File: src/rtl/adsr_pkg.sv
// rtl/adsr_pkg.sv - shared constants, FSM state type and saturation helper for adsr_cfg
//
// Contents:
//   ADSR_MAX     Q1.31 full-scale level (1.0)
//   DIV_W        width of the shared divider dividend/quotient
//   cfg_state_t  adsr_cfg controller states
//   sat32()      clamp a 48-bit cycle-count product to 32 bits

package adsr_pkg;

  localparam logic [31:0] ADSR_MAX = 32'h8000_0000;
  localparam int          DIV_W    = 40;

  typedef enum logic [2:0] {
    S_IDLE,
    S_CAP,
    S_DIV_SUS,
    S_DIV_ATK,
    S_DIV_DEC,
    S_DIV_REL,
    S_LOAD
  } cfg_state_t;

  function automatic logic [31:0] sat32(input logic [47:0] p);
    return (|p[47:32]) ? 32'hFFFF_FFFF : p[31:0];
  endfunction

endpackage

File: src/rtl/udiv40.sv
// rtl/udiv40.sv - restoring divider, 40-bit dividend by 32-bit divisor, one quotient bit per clk
//
// Ports:
//   clk, reset_n  clock, asynchronous active-low reset
//   go            load dividend/divisor and start (40 iterations follow)
//   dividend      DIV_W-bit numerator, sampled on go
//   divisor       32-bit denominator, sampled on go; 0 gives an all-ones quotient
//   quotient      DIV_W-bit result, valid while done is high
//   done          one-cycle pulse after the last iteration

module udiv40
  import adsr_pkg::*;
(
  input  logic             clk,
  input  logic             reset_n,
  input  logic             go,
  input  logic [DIV_W-1:0] dividend,
  input  logic [31:0]      divisor,
  output logic [DIV_W-1:0] quotient,
  output logic             done
);

  logic [DIV_W-1:0] q;
  logic [31:0]      rem;
  logic [31:0]      dvs;
  logic [5:0]       cnt;
  logic [32:0]      trial;
  logic [32:0]      diff;
  logic             ge;

  // Dividend bits shift out of the top of q while quotient bits shift in at
  // the bottom. A zero divisor makes every trial succeed, hence all ones.
  always_comb begin
    trial = {rem, q[DIV_W-1]};
    ge    = (trial >= {1'b0, dvs});
    diff  = trial - {1'b0, dvs};
  end

  always_ff @(posedge clk or negedge reset_n) begin
    if (!reset_n) begin
      q    <= '0;
      rem  <= '0;
      dvs  <= '0;
      cnt  <= '0;
      done <= 1'b0;
    end else if (go) begin
      q    <= dividend;
      rem  <= '0;
      dvs  <= divisor;
      cnt  <= 6'(DIV_W);
      done <= 1'b0;
    end else if (cnt != 6'd0) begin
      q    <= {q[DIV_W-2:0], ge};
      rem  <= ge ? diff[31:0] : trial[31:0];
      cnt  <= cnt - 6'd1;
      done <= (cnt == 6'd1);
    end else begin
      done <= 1'b0;
    end
  end

  assign quotient = q;

endmodule

File: src/rtl/adsr_cfg.sv
// rtl/adsr_cfg.sv - converts ADSR times/percentage into per-clock step words and gates the start pulse
//
// Ports:
//   clk, reset_n                 clock, asynchronous active-low reset
//   cfg_valid / cfg_ready        configuration handshake (ready only in IDLE)
//   attack/decay/release/sustain_ms, sustain_pct   configuration inputs
//   trig                         note trigger pulse
//   attack/decay/release_step, sustain_level, sustain_time   Q1.31 / cycle outputs
//   start                        one-cycle envelope start
//   upd                          one-cycle pulse when new outputs appear

module adsr_cfg
  import adsr_pkg::*;
#(
  parameter int unsigned CLK_PER_MS = 100_000
) (
  input  logic        clk,
  input  logic        reset_n,
  input  logic        cfg_valid,
  output logic        cfg_ready,
  input  logic [15:0] attack_ms,
  input  logic [15:0] decay_ms,
  input  logic [15:0] release_ms,
  input  logic [15:0] sustain_ms,
  input  logic [7:0]  sustain_pct,
  input  logic        trig,
  output logic [31:0] attack_step,
  output logic [31:0] decay_step,
  output logic [31:0] sustain_level,
  output logic [31:0] release_step,
  output logic [31:0] sustain_time,
  output logic        start,
  output logic        upd
);

  cfg_state_t state, state_nxt;

  logic [15:0] a_ms, d_ms, r_ms, s_ms;
  logic [7:0]  pct_q, pct_c;
  logic [31:0] na, nd, nr, ns;
  logic [31:0] sus_r, atk_r, dec_r, rel_r;
  logic        div_run, trig_pend;

  logic             div_go, div_done, in_div;
  logic [DIV_W-1:0] div_a, div_q;
  logic [31:0]      div_b, q_sat, step_val;

  udiv40 u_div (
    .clk      (clk),
    .reset_n  (reset_n),
    .go       (div_go),
    .dividend (div_a),
    .divisor  (div_b),
    .quotient (div_q),
    .done     (div_done)
  );

  always_ff @(posedge clk or negedge reset_n) begin
    if (!reset_n) state <= S_IDLE;
    else          state <= state_nxt;
  end

  always_comb begin
    state_nxt = state;
    case (state)
      S_IDLE:    if (cfg_valid) state_nxt = S_CAP;
      S_CAP:     state_nxt = S_DIV_SUS;
      S_DIV_SUS: if (div_done) state_nxt = S_DIV_ATK;
      S_DIV_ATK: if (div_done) state_nxt = S_DIV_DEC;
      S_DIV_DEC: if (div_done) state_nxt = S_DIV_REL;
      S_DIV_REL: if (div_done) state_nxt = S_LOAD;
      S_LOAD:    state_nxt = S_IDLE;
      default:   state_nxt = S_IDLE;
    endcase
  end

  // Operand select for the shared divider. Sustain level is computed first
  // because decay and release both divide quantities derived from it.
  always_comb begin
    div_a  = '0;
    div_b  = '0;
    in_div = 1'b1;
    case (state)
      S_DIV_SUS: begin
        div_a = {1'b0, pct_c, 31'd0};
        div_b = 32'd100;
      end
      S_DIV_ATK: begin
        div_a = {8'd0, ADSR_MAX};
        div_b = na;
      end
      S_DIV_DEC: begin
        div_a = {8'd0, ADSR_MAX - sus_r};
        div_b = nd;
      end
      S_DIV_REL: begin
        div_a = {8'd0, sus_r};
        div_b = nr;
      end
      default: in_div = 1'b0;
    endcase
  end

  // The divide still runs for a zero-length phase so every phase costs the
  // same number of cycles; only the stored result is replaced by MAX.
  always_comb begin
    div_go   = in_div && !div_run;
    q_sat    = (|div_q[DIV_W-1:32]) ? 32'hFFFF_FFFF : div_q[31:0];
    step_val = (div_b == 32'd0) ? ADSR_MAX :
               (q_sat == 32'd0) ? 32'd1    : q_sat;
  end

  assign cfg_ready = (state == S_IDLE);

  always_ff @(posedge clk or negedge reset_n) begin
    if (!reset_n) begin
      a_ms          <= '0;
      d_ms          <= '0;
      r_ms          <= '0;
      s_ms          <= '0;
      pct_q         <= '0;
      pct_c         <= '0;
      na            <= '0;
      nd            <= '0;
      nr            <= '0;
      ns            <= '0;
      sus_r         <= '0;
      atk_r         <= ADSR_MAX;
      dec_r         <= ADSR_MAX;
      rel_r         <= ADSR_MAX;
      div_run       <= 1'b0;
      trig_pend     <= 1'b0;
      attack_step   <= ADSR_MAX;
      decay_step    <= ADSR_MAX;
      release_step  <= ADSR_MAX;
      sustain_level <= '0;
      sustain_time  <= '0;
      start         <= 1'b0;
      upd           <= 1'b0;
    end else begin
      // Inputs are taken on the accepting edge; the source may change them
      // as soon as the transfer completes.
      if (state == S_IDLE && cfg_valid) begin
        a_ms  <= attack_ms;
        d_ms  <= decay_ms;
        r_ms  <= release_ms;
        s_ms  <= sustain_ms;
        pct_q <= sustain_pct;
      end

      if (state == S_CAP) begin
        na    <= sat32(48'(a_ms) * 48'(CLK_PER_MS));
        nd    <= sat32(48'(d_ms) * 48'(CLK_PER_MS));
        nr    <= sat32(48'(r_ms) * 48'(CLK_PER_MS));
        ns    <= sat32(48'(s_ms) * 48'(CLK_PER_MS));
        pct_c <= (pct_q > 8'd100) ? 8'd100 : pct_q;
      end

      if (div_go)        div_run <= 1'b1;
      else if (div_done) div_run <= 1'b0;

      if (div_done) begin
        case (state)
          S_DIV_SUS: sus_r <= q_sat;
          S_DIV_ATK: atk_r <= step_val;
          S_DIV_DEC: dec_r <= step_val;
          S_DIV_REL: rel_r <= step_val;
          default: ;
        endcase
      end

      upd <= (state == S_LOAD);
      if (state == S_LOAD) begin
        attack_step   <= atk_r;
        decay_step    <= dec_r;
        release_step  <= rel_r;
        sustain_level <= sus_r;
        sustain_time  <= ns;
      end

      // Triggers seen while busy (including on the LOAD edge) are held and
      // released as a single start once back in IDLE with the new words.
      start     <= (state == S_IDLE) && (trig || trig_pend);
      trig_pend <= (state != S_IDLE) && (trig || trig_pend);
    end
  end

endmodule

File: config.mk
export PLATFORM = sky130hd
export DESIGN_NAME = adsr_cfg
export DESIGN_NICKNAME = d
export VERILOG_FILES = /design/src/rtl/adsr_pkg.sv /design/src/rtl/udiv40.sv /design/src/rtl/adsr_cfg.sv
export SDC_FILE = /design/constraint.sdc
export NUM_CORES = 2
export LEC_CHECK = 0
export ABC_AREA = 1
export CORE_MARGIN = 10
export CORE_UTILIZATION = 45
export CTS_BUF_LIST = sky130_fd_sc_hd__clkbuf_4
export DETAILED_ROUTE_END_ITERATION = 8
export GPL_ROUTABILITY_DRIVEN = 0
export SYNTH_ARGS = -nofsm -noshare
export SYNTH_HDL_FRONTEND = slang
export SYNTH_HIERARCHICAL = 1
export SYNTH_SLANG_ARGS = --single-unit
File: constraint.sdc
create_clock -name clk -period 13.7 [get_ports clk]
set_input_delay 2.74 -clock clk [delete_from_list [all_inputs] [get_ports clk]]
set_output_delay 2.74 -clock clk [all_outputs]
set_load 0.1 [all_outputs]
**After elaboration in Yosys (flattened, before gate mapping)**

Index checks and enable logic that the tools add are counted.

- Register bits after elaboration: 614
- Output and inout port bits: 163
- Word-level logic and storage cells: 98
- Bits of input ports: 76

- Mux-type cells: 28
- Reduce and logical (&&, ||, !) cells: 20
- Multipliers: 4
- Equal/unequal tests: 12
- Add/sub/neg operators: 3
- Magnitude comparators: 2

Operator list:

| kind | number |
|---|---|
| two-way mux 32 bit | 10 |
| one-hot mux 39 bit (4 select lines) | 1 |
| one-hot mux 32 bit (4 select lines) | 1 |
| multiplier 16 x 12 -> 28 bit (second input constant) | 4 |
| two-way mux 40 bit | 2 |
| logical NOT 32 bit | 2 |
| >= comparator 33 x 32 -> 1 bit | 1 |
| subtractor 32 bit | 1 |
| subtractor 32 bit (first input constant) | 1 |
| one-hot mux 3 bit (6 select lines) | 1 |
| two-way mux 3 bit | 5 |
| two-way mux 6 bit | 2 |
| equality test 3 bit (second input constant) | 3 |
| > comparator 8 x 7 -> 1 bit (second input constant) | 1 |
| two-way mux 8 bit | 1 |
| != test 2 x 1 -> 1 bit (second input constant) | 4 |
| AND reduction 2 bit | 4 |
| OR reduction 8 bit | 1 |
| equality test 3 x 2 -> 1 bit (second input constant) | 2 |
| equality test 6 x 1 -> 1 bit (second input constant) | 1 |
| nonzero test 6 bit | 1 |
| subtractor 6 x 1 -> 6 bit (second input constant) | 1 |
| two-way mux 1 bit | 5 |
| AND reduction 5 bit | 1 |
| 9 further kinds | 13 |

**Depth between registers and ports, before layout**

- Depth after elaboration: 5
- Depth in mapped cells: 25
- Depth with buffers taken out: 24

**Modules after synthesis**

Netlist, hierarchy kept.

Modules (own cells, without submodules):

| module | cells an instance | sequential area each (µm²) | area each (µm²) | times used |
|---|---|---|---|---|
| adsr_cfg | 4,572 | 12,094.1 | 36,115.9 | 1 |
| udiv40 | 1,065 | 2,777.7 | 7,439.6 | 1 |

**Worst setup path before layout**

Ideal clock, no wire load.

- Kind: reg2reg
- From: register r_ms[3]
- To: register nr[13]
- Path slack: 9,343 ps
- Data required time: 13,580 ps
- Stages on the path, launching flop included: 23
- Clock period less this slack: 4,357 ps
- Path buffers: 1
- Data arrival time: 4,238 ps
- Library setup time: 120 ps
- Cell sequence: dfrtp_1 > ha_1 > ha_1 > xor2_1 > inv_1 > ha_1 > fa_1 > inv_1 > fa_1 > inv_1 > ha_1 > nand2_1 > nor2_1 > nand2_1 > nor2_1 > nand2_1 > nand3_1 > nand2_1 > nand2_1 > buf_2 > nand2_1 > o21ai_0 > inv_1

- Longest elaborated chain between the ends: 2

RTL lines:

| element | RTL line | RTL |
|---|---|---|
| start: declaration | adsr_cfg.sv:38 | `logic [15:0] a_ms, d_ms, r_ms, s_ms;` |
| start signal: assignment | adsr_cfg.sv:146 | `r_ms <= release_ms;` |
| multiplier 16 x 12 -> 28 bit | adsr_cfg.sv:154 | `nr <= sat32(48'(r_ms) * 48'(CLK_PER_MS));` |
| two-way mux 32 bit | adsr_pkg.sv:25 | `return (\|p[47:32]) ? 32'hFFFF_FFFF : p[31:0];` |
| end signal: assignment | adsr_cfg.sv:154 |  |
| end: declaration | adsr_cfg.sv:40 | `logic [31:0] na, nd, nr, ns;` |

No other way between the ends.
A chain may end at the register's enable or synchronous reset.

**Worst setup path after layout**

- From: register state[1]
- To: output port cfg_ready

- Longest elaborated chain between the ends: 1

RTL lines:

| element | RTL line | RTL |
|---|---|---|
| start: declaration | adsr_cfg.sv:36 | `cfg_state_t state, state_nxt;` |
| start signal: assignment | adsr_cfg.sv:60 | `else state <= state_nxt;` |
| logical NOT 3 bit | adsr_cfg.sv:113 | `assign cfg_ready = (state == S_IDLE);` |
| end: declaration | adsr_cfg.sv:20 | `output logic cfg_ready,` |

No other way between the ends.

==> flow_summary.json <==
{
  "run_status": "finished clean",
  "dp_hpwl_um": 89400,
  "numClockSinks": 594,
  "syn_avg_cell_area_um2": 7.73,
  "layout_commonest_cell": "nand2_1",
  "dieArea_um2": 110000,
  "fmax_mhz": 147,
  "clock_latency_ns": 1.08,
  "r2r-end": "nr[23]",
  "initial_core_util_pct": 45.2,
  "fin_worst_skew_ns": 0.0741,
  "post_cts_buffers": 0,
  "cp-endpoint": "cfg_ready",
  "utilization_pct": 51.0,
  "required_ns": 10.96,
  "clk_path_buf_depth": 3,
  "relSlewSlack_pct": 21.0,
  "drcViolationCount": 0,
  "reg2reg_from": "r_ms[3]",
  "worst_slew_pin_slew_ns": 1.18,
  "viasPerCell": 4.97,
  "cts_buffers": 171,
  "cts_resized": 0,
  "period_needed_ns": 6.78,
  "grt_max_degree": 168,
  "clockRootBuffer": "clkbuf_4",
  "r2r_setup_slack_ns": 8.68,
  "critical_path_class": "flop to primary output",
  "critPathLaunch": "state[1]",
  "antenna_left": 0,
  "ios": 239,
  "layout.nets": 6610,
  "finalCritPeriodShare_pct": 49.5,
  "wire_per_inst_um": 16.1,
  "syn_nets": 6340,
  "r2r_cells": 21,
  "endpoint_kind": "primary output",
  "finalMaxSlewViolations": 0,
  "cts_tree": "done",
  "maxCapViolCount": 0,
  "detail_route.wirelength_um": 118000,
  "critPathMaxFanout": 21,
  "synthArstFlopShare_pct": 100,
  "rows": 114,
  "num_vias": 36400,
  "syn_area_um2": 43600,
  "die_h_um": 331,
  "drtIter0Drc": 2734,
  "die_w_um": 331,
  "most-common-layout-cells": "1696 x nand2_1, 994 x inv_1, 588 x dfrtp_1, 482 x ha_1, 334 x nor2_1",
  "worst_setup_path_start_kind": "flop",
  "clkTransAtPathRegs_ns": 0.07,
  "syn_to_final_growth_pct": 12.9,
  "setup_viol": 0,
  "ys_seq_elements": 594,
  "dr.pass1.iters": 7,
  "grtUsageTotal_pct": 21.7,
  "synthFlopType": "dfrtp_1",
  "layout-drive-gt1-share_pct": 7.41,
  "fin_setup_tns_ns": 0,
  "core-area_um2": 96400,
  "postCtsHoldBufs": 0,
  "yosysSeqAreaShare_pct": 34.1,
  "antenna_found_initial": 3,
  "cts.htree.levels": 4,
  "synth_cells": 5637,
  "grt_pass1_vias": 36300,
  "cp.arrival_ns": 4.04,
  "synth_cell_type_count": 47,
  "rsz0062_at_grt": "false",
  "grt_pass1_wl_um": 193000,
  "grt_remaining_overflow": 0,
  "synth_edf_count": 0,
  "port-buffer-count": 238,
  "ys_warn_count": 6,
  "hp-class": "flop to flop",
  "hold_viol_final": 0
}
-- worst min-delay path by stage --
stage,from,endpoint,slack (ns),cells after the start
4_1_cts,ns[13],sustain_time[13],0.46,2
2_1_floorplan,pct_c[7],pct_c[7],0.44,2
5_1_grt,rel_r[7],release_step[7],0.47,2
6_report,ns[20],sustain_time[20],0.46,2
3_5_place_dp,atk_r[17],attack_step[17],0.46,2
3_3_place_gp,pct_c[7],pct_c[7],0.45,2
-- cells by family after synthesis --
group                      synth area share, %
adders and majority gates                 20.5
and+or+nand+nor                           24.3
muxes                                     1.47
AOI/OAI and AO/OA                         6.78
other                                  0.00861
DFF                                       34.1
buffers and inverters                     10.5
xor gates and xnor gates                  2.31
-- worst max-delay path: stages (launching register included) --
cell and delay (ns):
dfrtp_1 0.63, nor2_2 0.56, nand2_1 0.42, inv_1 0.18
clkdlybuf4s50_1 1.16
-- sequential cells by signal (all words and copies together), names as in the netlist, 32 cells and up --
| signal | cells |
|---|---|
| u_div/quotient | 40 |
| atk_r | 32 |
| attack_step | 32 |
| dec_r | 32 |
| decay_step | 32 |
| rel_r | 32 |
| release_step | 32 |
| sus_r | 32 |
| sustain_level | 32 |
| u_div/dvs | 32 |
| u_div/rem | 32 |
-- cell usage after synthesis, types with 12 or more instances --
cell / count / area (µm²)
o221ai_1: 38 / 333
nor2_1: 341 / 1280
o21bai_1: 25 / 188
fa_1: 145 / 2900
or2_2: 26 / 163
nor2_2: 13 / 81.3
o21ai_0: 242 / 1210
nand3b_1: 23 / 173
clkbuf_1: 78 / 293
ha_1: 482 / 6030
a31o_2: 12 / 105
mux2_2: 57 / 642
xor2_1: 71 / 622
dfrtp_1: 588 / 14700
a21oi_1: 122 / 611
o22ai_1: 37 / 231
nor3_1: 23 / 115
inv_1: 995 / 3730
nand4_1: 82 / 513
nand2_1: 1697 / 6370
nand3_1: 312 / 1560
o21ai_1: 20 / 100
xnor2_1: 44 / 385
buf_2: 61 / 305
-- per-layer routing --
metal	global-route usage, %	part of all wire, %	vias to the layer above
li1	-	-	18400
met2	34.0	44	798
met3	4.64	5.7	186
met4	6.91	2.5	2
met5	0	0.0076	-
met1	29.7	48	17000
-- per-stage QoR --
step / std cells / cell area (µm²) / setup WS, ns / hold slack, ns
5_1_grt: 7322 / 49200 / 6.68 / 0.475
3_5_place_dp: 7010 / 47000 / 8.08 / 0.457
3_3_place_gp: 7010 / 47000 / 8.13 / 0.449
6_report: 7322 / 49200 / 6.92 / 0.456
4_1_cts: 7318 / 49200 / 6.86 / 0.455
2_1_floorplan: 5637 / 43600 / 9.34 / 0.436
-- area by class of cell --
| type | instances | area [µm²] |
|---|---|---|
| Antenna cell | 4 | 10.0 |
| Clock buffer | 241 | 1810 |
| Clock inverter | 67 | 370 |
| Fill cell | 9747 | 47300 |
| Inverter | 1001 | 3760 |
| Multi-Input combinational cell | 3875 | 24200 |
| Sequential cell | 594 | 14900 |
| Tap cell | 1276 | 1600 |
| Timing Repair Buffer | 264 | 2590 |
Power is not shown: default switching activity piles up to over one toggle a cycle in this logic, so the estimate is an artifact.
